### config.mk
export PLATFORM = sky130hd
export DESIGN_NAME = exec_cmd
export DESIGN_NICKNAME = d
export VERILOG_FILES = /design/src/rtl/exec_cmd_pkg.sv /design/src/rtl/exec_cmd.sv
export SDC_FILE = /design/constraint.sdc
export NUM_CORES = 1
export LEC_CHECK = 0
export BUFFER_PORTS_ARGS = -buffer_cell sky130_fd_sc_hd__buf_2
export CORE_UTILIZATION = 52
export CTS_BUF_LIST = sky130_fd_sc_hd__clkbuf_2 sky130_fd_sc_hd__clkbuf_4 sky130_fd_sc_hd__clkbuf_8
export DETAILED_ROUTE_END_ITERATION = 8
export GPL_TIMING_DRIVEN = 0
export HOLD_SLACK_MARGIN = 0.05
export PLACE_DENSITY_LB_ADDON = 0.3
export SYNTH_ARGS = -nofsm -noshare
export SYNTH_HDL_FRONTEND = slang
export SYNTH_SLANG_ARGS = --single-unit
### constraint.sdc
create_clock -name clk -period 2.15 [get_ports clk]
set_input_delay 0.43 -clock clk [delete_from_list [all_inputs] [get_ports clk]]
set_output_delay 0.43 -clock clk [all_outputs]
set_load 0.05 [all_outputs]
### src/rtl/exec_cmd_pkg.sv
// Shared constants and types for the command executor and its RAM models.
package exec_cmd_pkg;

    localparam logic [3:0]  OP_NOP          = 4'd0;
    localparam logic [3:0]  OP_WRITE        = 4'd1;
    localparam logic [3:0]  OP_READ         = 4'd2;
    localparam logic [3:0]  OP_DELAY        = 4'd3;
    localparam logic [15:0] MAGIC_WORD      = 16'hCBAE;
    localparam int          DEFAULT_TIMEOUT = 255;

    typedef enum logic [3:0] {
        S_IDLE, S_RD_LEN, S_FETCH, S_DECODE, S_ARG, S_REG_WR, S_REG_RD,
        S_STORE_HI, S_STORE_LO, S_DELAY, S_DONE
    } state_e;

endpackage

### src/rtl/exec_cmd.sv
// Command executor: walks the command RAM, issues register-bus WRITE/READ/DELAY
// commands and appends READ results after the magic word in the result RAM.
module exec_cmd
    import exec_cmd_pkg::*;
#(
    parameter int AW      = 10,
    parameter int TIMEOUT = DEFAULT_TIMEOUT
) (
    input  logic          clk,
    input  logic          rst,
    output logic [AW-1:0] inram_address,
    output logic          inram_re,
    input  logic [15:0]   inram_q,
    output logic [AW-1:0] outram_address,
    output logic          outram_we,
    output logic [15:0]   outram_d,
    output logic [13:0]   reg_addr_c2,
    output logic          reg_rd_c2,
    output logic          reg_wr_c2,
    output logic [31:0]   reg_writedata_c2,
    input  logic          reg_ready_c2,
    input  logic [31:0]   reg_readdata_c2,
    input  logic          start_exec,
    output logic          busy,
    output logic          err,
    output logic [AW-1:0] out_len
);
    localparam logic [31:0] ADDR_MAX   = 32'((1 << AW) - 1);
    localparam logic [15:0] TIMEOUT_M1 = 16'(TIMEOUT - 1);

    state_e        state_q, state_d;
    logic [AW-1:0] ptr_q, ptr_d, len_q, len_d, out_len_q, out_len_d;
    logic [AW-1:0] in_addr_q, in_addr_d, out_addr_q, out_addr_d;
    logic [3:0]    op_q, op_d;
    logic [1:0]    argi_q, argi_d;
    logic [15:0]   cnt_q, cnt_d, out_data_q, out_data_d;
    logic [13:0]   reg_addr_q, reg_addr_d;
    logic [31:0]   wdata_q, wdata_d, rdata_q, rdata_d;
    logic          rvalid_q, re_q, re_d, we_q, we_d, busy_q, busy_d, err_q, err_d;
    logic          reg_rd_q, reg_rd_d, reg_wr_q, reg_wr_d;
    logic          fail_s, need_arg_s, arg_oob_s;

    // next-state and output computation
    always_comb begin
        state_d    = state_q;
        ptr_d      = ptr_q;
        len_d      = len_q;
        out_len_d  = out_len_q;
        in_addr_d  = in_addr_q;
        out_addr_d = out_addr_q;
        out_data_d = out_data_q;
        op_d       = op_q;
        argi_d     = argi_q;
        cnt_d      = cnt_q;
        reg_addr_d = reg_addr_q;
        wdata_d    = wdata_q;
        rdata_d    = rdata_q;
        busy_d     = busy_q;
        err_d      = err_q;
        reg_rd_d   = reg_rd_q;
        reg_wr_d   = reg_wr_q;
        re_d       = 1'b0;
        we_d       = 1'b0;
        fail_s     = 1'b0;
        need_arg_s = 1'b0;

        case (state_q)
            S_IDLE: begin
                if (start_exec) begin
                    busy_d     = 1'b1;
                    err_d      = 1'b0;
                    out_len_d  = '0;
                    we_d       = 1'b1;
                    out_addr_d = '0;
                    out_data_d = MAGIC_WORD;
                    re_d       = 1'b1;
                    in_addr_d  = '0;
                    state_d    = S_RD_LEN;
                end else begin
                    state_d = S_IDLE;
                end
            end
            S_RD_LEN: begin
                if (rvalid_q) begin
                    if ((inram_q < 16'd2) || (32'(inram_q) > ADDR_MAX)) begin
                        fail_s = 1'b1;
                    end else begin
                        len_d   = inram_q[AW-1:0];
                        ptr_d   = AW'(1);
                        state_d = S_FETCH;
                    end
                end else begin
                    state_d = S_RD_LEN;
                end
            end
            S_FETCH: begin
                // the terminator word itself is never read
                if (ptr_q == len_q) begin
                    state_d = S_DONE;
                end else begin
                    re_d      = 1'b1;
                    in_addr_d = ptr_q;
                    ptr_d     = ptr_q + AW'(1);
                    state_d   = S_DECODE;
                end
            end
            S_DECODE: begin
                if (rvalid_q) begin
                    op_d   = inram_q[15:12];
                    argi_d = 2'd0;
                    case (inram_q[15:12])
                        OP_NOP:            state_d = S_FETCH;
                        OP_WRITE, OP_READ: begin
                            need_arg_s = 1'b1;
                            state_d    = S_ARG;
                        end
                        OP_DELAY: begin
                            cnt_d   = {4'd0, inram_q[11:0]};
                            state_d = S_DELAY;
                        end
                        default:           fail_s = 1'b1;
                    endcase
                end else begin
                    state_d = S_DECODE;
                end
            end
            S_ARG: begin
                if (rvalid_q) begin
                    argi_d = argi_q + 2'd1;
                    case (argi_q)
                        2'd0:    reg_addr_d     = inram_q[13:0];
                        2'd1:    wdata_d[31:16] = inram_q;
                        default: wdata_d[15:0]  = inram_q;
                    endcase
                    if (op_q == OP_READ) begin
                        // both result words must fit below the top of the result RAM
                        if ((32'(out_len_q) + 32'd2) > ADDR_MAX) begin
                            fail_s = 1'b1;
                        end else begin
                            reg_rd_d = 1'b1;
                            cnt_d    = 16'd0;
                            state_d  = S_REG_RD;
                        end
                    end else if (argi_q == 2'd2) begin
                        reg_wr_d = 1'b1;
                        cnt_d    = 16'd0;
                        state_d  = S_REG_WR;
                    end else begin
                        need_arg_s = 1'b1;
                    end
                end else begin
                    state_d = S_ARG;
                end
            end
            S_REG_WR, S_REG_RD: begin
                if (reg_ready_c2) begin
                    reg_rd_d = 1'b0;
                    reg_wr_d = 1'b0;
                    rdata_d  = reg_readdata_c2;
                    state_d  = (state_q == S_REG_RD) ? S_STORE_HI : S_FETCH;
                end else if (cnt_q == TIMEOUT_M1) begin
                    fail_s = 1'b1;
                end else begin
                    cnt_d = cnt_q + 16'd1;
                end
            end
            S_STORE_HI: begin
                we_d       = 1'b1;
                out_addr_d = out_len_q + AW'(1);
                out_data_d = rdata_q[31:16];
                state_d    = S_STORE_LO;
            end
            S_STORE_LO: begin
                we_d       = 1'b1;
                out_addr_d = out_len_q + AW'(2);
                out_data_d = rdata_q[15:0];
                out_len_d  = out_len_q + AW'(2);
                state_d    = S_FETCH;
            end
            S_DELAY: begin
                if (cnt_q <= 16'd1) begin
                    state_d = S_FETCH;
                end else begin
                    cnt_d = cnt_q - 16'd1;
                end
            end
            S_DONE: begin
                busy_d  = 1'b0;
                state_d = S_IDLE;
            end
            default: state_d = S_IDLE;
        endcase

        arg_oob_s = need_arg_s && (ptr_q >= len_q);
        if (need_arg_s && !arg_oob_s) begin
            re_d      = 1'b1;
            in_addr_d = ptr_q;
            ptr_d     = ptr_q + AW'(1);
        end else begin
            re_d = re_d;
        end

        if (fail_s || arg_oob_s) begin
            err_d    = 1'b1;
            reg_rd_d = 1'b0;
            reg_wr_d = 1'b0;
            re_d     = 1'b0;
            state_d  = S_DONE;
        end else begin
            err_d = err_d;
        end
    end

    // state and output registers with synchronous active-low reset
    always_ff @(posedge clk) begin
        if (!rst) begin
            state_q    <= S_IDLE;
            ptr_q      <= '0;
            len_q      <= '0;
            out_len_q  <= '0;
            in_addr_q  <= '0;
            out_addr_q <= '0;
            out_data_q <= 16'd0;
            op_q       <= 4'd0;
            argi_q     <= 2'd0;
            cnt_q      <= 16'd0;
            reg_addr_q <= 14'd0;
            wdata_q    <= 32'd0;
            rdata_q    <= 32'd0;
            rvalid_q   <= 1'b0;
            re_q       <= 1'b0;
            we_q       <= 1'b0;
            busy_q     <= 1'b0;
            err_q      <= 1'b0;
            reg_rd_q   <= 1'b0;
            reg_wr_q   <= 1'b0;
        end else begin
            state_q    <= state_d;
            ptr_q      <= ptr_d;
            len_q      <= len_d;
            out_len_q  <= out_len_d;
            in_addr_q  <= in_addr_d;
            out_addr_q <= out_addr_d;
            out_data_q <= out_data_d;
            op_q       <= op_d;
            argi_q     <= argi_d;
            cnt_q      <= cnt_d;
            reg_addr_q <= reg_addr_d;
            wdata_q    <= wdata_d;
            rdata_q    <= rdata_d;
            rvalid_q   <= re_q;
            re_q       <= re_d;
            we_q       <= we_d;
            busy_q     <= busy_d;
            err_q      <= err_d;
            reg_rd_q   <= reg_rd_d;
            reg_wr_q   <= reg_wr_d;
        end
    end

    assign inram_address    = in_addr_q;
    assign inram_re         = re_q;
    assign outram_address   = out_addr_q;
    assign outram_we        = we_q;
    assign outram_d         = out_data_q;
    assign reg_addr_c2      = reg_addr_q;
    assign reg_rd_c2        = reg_rd_q;
    assign reg_wr_c2        = reg_wr_q;
    assign reg_writedata_c2 = wdata_q;
    assign busy             = busy_q;
    assign err              = err_q;
    assign out_len          = out_len_q;
endmodule

* Yosys cells after proc, flatten, opt, wreduce, memory -nomap -nowiden
Cells that the tools add are included.
** Word-level totals
- Bits in registers :: 177
- Input port bits :: 52
- Output and inout port bits :: 98
- Logic and storage cells :: 202
** Operators by class
- $add $sub $neg :: 7
- Magnitude comparators :: 5
- Equality and inequality tests :: 47
- Mux-type cells :: 76
- Bitwise gates (word level) :: 3
- Reductions and logical operators :: 42
** Operators with widths (count)
- 16-bit 2-to-1 mux :: 10
- 10-bit 2-to-1 mux :: 7
- 16-bit one-hot mux with 4 select lines :: 1
- 10-bit one-hot mux with 2 select lines :: 3
- 16-bit one-hot mux with 3 select lines :: 1
- 4-bit 2-to-1 mux :: 11
- 4-bit one-hot mux with 9 select lines :: 1
- 10-bit one-hot mux with 3 select lines :: 1
- 1-bit 2-to-1 mux :: 29
- 3-bit != test, second input constant :: 9
- 2-bit != test, second input constant :: 12
- 10-bit by 1-bit adder with 10-bit output, second input constant :: 2
- 4-bit by 2-bit == test with 1-bit output, second input constant :: 5
- 3-bit AND reduction :: 6
- 16-bit by 1-bit adder with 16-bit output, second input constant :: 1
- 16-bit by 8-bit == test with 1-bit output, second input constant :: 1
- 4-bit by 3-bit == test with 1-bit output, second input constant :: 4
- 16-bit by 10-bit greater-than comparator with 1-bit output, second input constant :: 1
- 16-bit by 1-bit <= comparator with 1-bit output, second input constant :: 1
- 16-bit by 2-bit < comparator with 1-bit output, second input constant :: 1
- 16-bit by 1-bit subtractor with 16-bit output, second input constant :: 1
- 4-bit == test, second input constant :: 3
- 4-bit != test, second input constant :: 3
- 1-bit one-hot mux with 2 select lines :: 6
- other kinds (34) :: 60

* Longest topological paths before layout
- Depth in word-level cells :: 10
- Gate-level depth with buffers :: 10
- Gate-level depth less buffers :: 9

* Worst setup path before layout
No wires, ideal clock.
- Path type :: register to register
- From :: register ptr_q[0]
- To :: register ptr_q[7]
- Library setup time :: 0.070 ns
- Arrival :: 2.290 ns
- Required time :: 2.080 ns
- Setup slack :: -0.210 ns
- Stages on the path, launching flop included :: 10
- Buffers on the path :: 0
- Period minus slack after synthesis :: 2.360 ns
- Cell sequence :: dfxtp_1 inv_1 ha_1 nand2b_1 a21o_1 a211o_1 nor3b_4 o31ai_2 or4_1 a21oi_1
** On the way
- Longest elaborated chain between the ends :: 6
- Elaborated cells between the ends (all ways) :: 14
- Those cells by class :: 1 x add/sub; 1 x order compare; 4 x eq/ne; 3 x mux; 5 x reduce/logical
** RTL lines
- start, declared :: RTL line exec_cmd.sv:32 : logic [AW-1:0] ptr_q, ptr_d, len_q, len_d, out_len_q, out_len_d;
- start signal, assigned :: RTL line exec_cmd.sv:239 : ptr_q <= ptr_d;
- 10-bit greater-or-equal comparator :: RTL line exec_cmd.sv:194 : arg_oob_s = need_arg_s && (ptr_q >= len_q);
- 1-bit logical AND :: RTL line exec_cmd.sv:194
- 1-bit logical NOT :: RTL line exec_cmd.sv:195 : if (need_arg_s && !arg_oob_s) begin
- 1-bit logical AND :: RTL line exec_cmd.sv:195
- 3-bit != test (no line) or 3-bit nonzero test (tied branches)
- 4-bit AND reduction (no line)
Several ways; a longest one is shown, not always the timed one. The select of a mux whose other input is x is not followed.
A chain may end at the register's enable or synchronous reset.

* Final worst setup path
- From :: register ptr_q[0]
- To :: register ptr_q[4]
Same word-level chain as after synthesis.

==> results.ini <==
[global_routing]
grt_max_degree=17
track_usage=0.3247
grt_pass1_vias=7778
overflow=0
antenna_found_initial=1
grt_pass1_wl_um=40630

[critical_path]
cp_cell_sequence=inv_2 > ha_4 > nand2b_4 > a21o_1 > a211o_1 > nor3b_4 > o31ai_4 > buf_4 > or4_1 > nand2_1
worst_path_dominant_cell_family=simple AND/OR/NAND/NOR gates
worstPathRequired_ps=2560
critPathKind=flip-flop to flip-flop
crit_buf_inv=2
endpoint_kind=flip-flop
critPathLaunchType=flip-flop
cpPeakStageDelay_ps=390
arrival_ps=2840
slowest_stage=or4_1
crit_path_max_fanout=7

[run_status]
violations=negative setup slack
status=finished with violations

[floorplan]
start_util=0.5323
io_pins=150
fp.dieH_um=126.5
rows=45
core_um2=15150
dieArea_um2=16010
die_w_um=126.5

[clock_tree]
numCtsBuffers=17
root_buffer=clkbuf_8
cts_tree=built
cts_sinks=176
clk_path_buf_depth=2
worstSkewPairLatency_ps=470
hold_buffers=0
htree_levels=4
path_clk_slew_ps=90

[placed_design]
portBuffers=146
place_congestion=0.9312
dp_hpwl_um=17380

[logic_synthesis]
yosysTopAreaCell=dfxtp_1
synth_area_leaders=dfxtp_1 (44%), nand2_1 (9.6%), a21oi_1 (8.6%), nor2_1 (4.2%), ha_1 (2.9%)
synth_edf_count=0
syn_area_um2=8063
synth_top_area_share=0.4370
synth_seq_cells=176
synth_cell_types=70
async_reset_ff_frac=0
synth_area_per_cell_um2=7.866
ys.flop_type=dfxtp_1
ys_warn_count=0
syn-instance-count=1025
yosysSeqAreaShare=0.4370
syn-num-nets=1096

[pwr]
power_frac_seq=0.470
power.leakage_uw=0.004146
irDropWorstVdd_v=0.0004494
powerDensity_nw_per_um2=706.6
pwr-share-clk=0.303
p_comb_frac=0.227
swShare=0.3227
p_int_uw=4940
switchingPower_uw=2353

[detailed_routing]
dr.pass1.iters=5
met2_wirelength_um=12470
wl_met3_um=2162
drcViolationCount=0
met1_length_um=10630
via_per_inst=6.004
num_vias=8543
wire_per_inst_um=18.52
drt_wl_total_um=26350
drtIter0Drc=803
top_layer_used=met4
postRouteAntennaNets=0

[timing]
rsz0062_at_grt=true
setup-tns-final_ps=-5642
max_clock_freq_mhz=410.4
relSlewSlack=0.4322
setup_viol=37
holdWs_ps=183.4
hold_viol=0
skew_ps=14.60
maxSlewViolCount=0
fin_crit_ps=2436
tightest_slew_ps=851.8
fin_ws_ps=-286.5
fin_crit_sh=1.133

[job]
cap_violations=0

[cells_and_area]
area_delta_synth_final_pct=28.03
finish.net_count=1293
drive_gt1_frac=0.2804

[hold_path]
min_path_type=input port to flip-flop

[flip-flops by register name, indices dropped and copies added, names as in the netlist, 9 cells and up]
name	count
reg_addr_c2	14
reg_writedata_c2	32
ptr_q	10
len_q	10
inram_address	10
outram_address	10
outram_d	16
out_len	9
rdata_q	32
cnt_q	16
[placed cells by master, fill, tap and decap left out, drive strengths merged, types with 8 or more instances in the layout]
master	instances
dfxtp	176
a31oi	9
a22oi	15
clkbuf	75
inv	19
a221oi	10
nor3	19
nor2	90
o21ai	45
mux2i	17
and3	12
nand3	37
or4	11
buf	202
a21oi	140
nand2	206
ha	19
nand4	8
[kinds of logic after synthesis]
logic type,synth area share
simple gates,0.2382
compound gates,0.2159
flops,0.4370
buf+inv,0.04811
fa+ha+maj,0.02949
mux,0.02110
xor+xnor,0.009777
other cells,0.0004651
[worst reg2reg max path: cells and delay by family, from the launching register on]
kind / cells / cell delay, ps
and+or+nand+nor: 4 / 910
AOI/OAI and AO/OA: 3 / 690
DFF: 1 / 340
adders and majority gates: 1 / 230
buffers and inverters: 2 / 210
[stage by stage]
stage          cells  setup slack (ps)  area [µm²]  power [µW]  utilization
3_5_place_dp    1359            -744.6        9183        4799       0.6063
2_1_floorplan   1025            -125.6        8217        4405            -
3_3_place_gp    1359            -746.5        9183        4787       0.6063
4_1_cts         1410            -269.4       10070        7148       0.6648
5_1_grt         1422            -341.9       10320        7553       0.6814
6_report        1423            -286.5       10320        7294       0.6815
[layer usage]
metal	up-vias	GRT usage
li1	4012	-
met1	3982	0.4087
met2	461	0.5405
met3	88	0.06833
met4	0	0.1361
met5	-	0
[Yosys cell counts (2+ instances only)]
cell type	instances
a211o_1	2
a211oi_1	5
a21o_1	4
a21oi_1	139
a221o_1	2
a221oi_1	10
a222oi_1	6
a22oi_1	15
a311oi_1	3
a31oi_1	9
and2_1	5
and3_1	12
buf_2	10
buf_6	2
clkbuf_1	62
dfxtp_1	176
ha_1	19
inv_1	19
mux2i_1	17
nand2_1	206
nand2b_1	6
nand3_1	37
nand3b_1	4
nand4_1	8
nor2_1	90
nor2b_1	4
nor3_1	19
nor3b_1	2
nor4_1	6
nor4b_2	2
nor4bb_1	2
o2111a_1	2
o2111ai_1	2
o211ai_1	4
o21a_1	5
o21ai_0	41
o21ai_1	4
o221ai_1	7
o31ai_1	6
o32ai_1	3
or3_1	2
or4_1	11
xnor2_1	6
xor2_1	3
[cell type report]
type | instances | area (µm²)
Fill cell | 1257 | 4823
Multi-Input combinational cell | 754 | 4617
Clock buffer | 23 | 291.5
Sequential cell | 176 | 3561
Buffer | 69 | 385.4
Antenna cell | 1 | 2.502
Clock inverter | 8 | 83.83
Timing Repair Buffer | 185 | 1075
Tap cell | 188 | 235.2
Inverter | 19 | 71.32
[worst paths after layout]
| path | cells after the start | end | slack [ps] | from |
|---|---|---|---|---|
| hold reg to reg | 2 | inram_address[7] | 460 | inram_address[7] |
| hold / removal | 3 | rdata_q[17] | 180 | reg_readdata_c2[17] |
| setup / recovery | 10 | ptr_q[4] | -290 | ptr_q[0] |
| setup reg to reg | 10 | ptr_q[4] | -290 | ptr_q[0] |
[power by group through the flow]
| stage | clock [µW] | combinational, µW | sequential (µW) |
|---|---|---|---|
| final | 2210 | 1660 | 3430 |
| after global routing | 2370 | 1740 | 3440 |
| after CTS | 2230 | 1490 | 3430 |
| after detailed placement | 0 | 1310 | 3490 |
| after global placement | 0 | 1300 | 3490 |
| after floorplan | 0 | 720 | 3680 |
[repair_timing]
item | in CTS | in global routing
gates cloned | 4 | 1
buffers inserted | 22 | 12
gates resized for setup | 98 | 62
endpoints found under the setup margin | 118 | 135
pin swaps | 32 | 11
No activity file was read; power rests on OpenSTA's default activity.
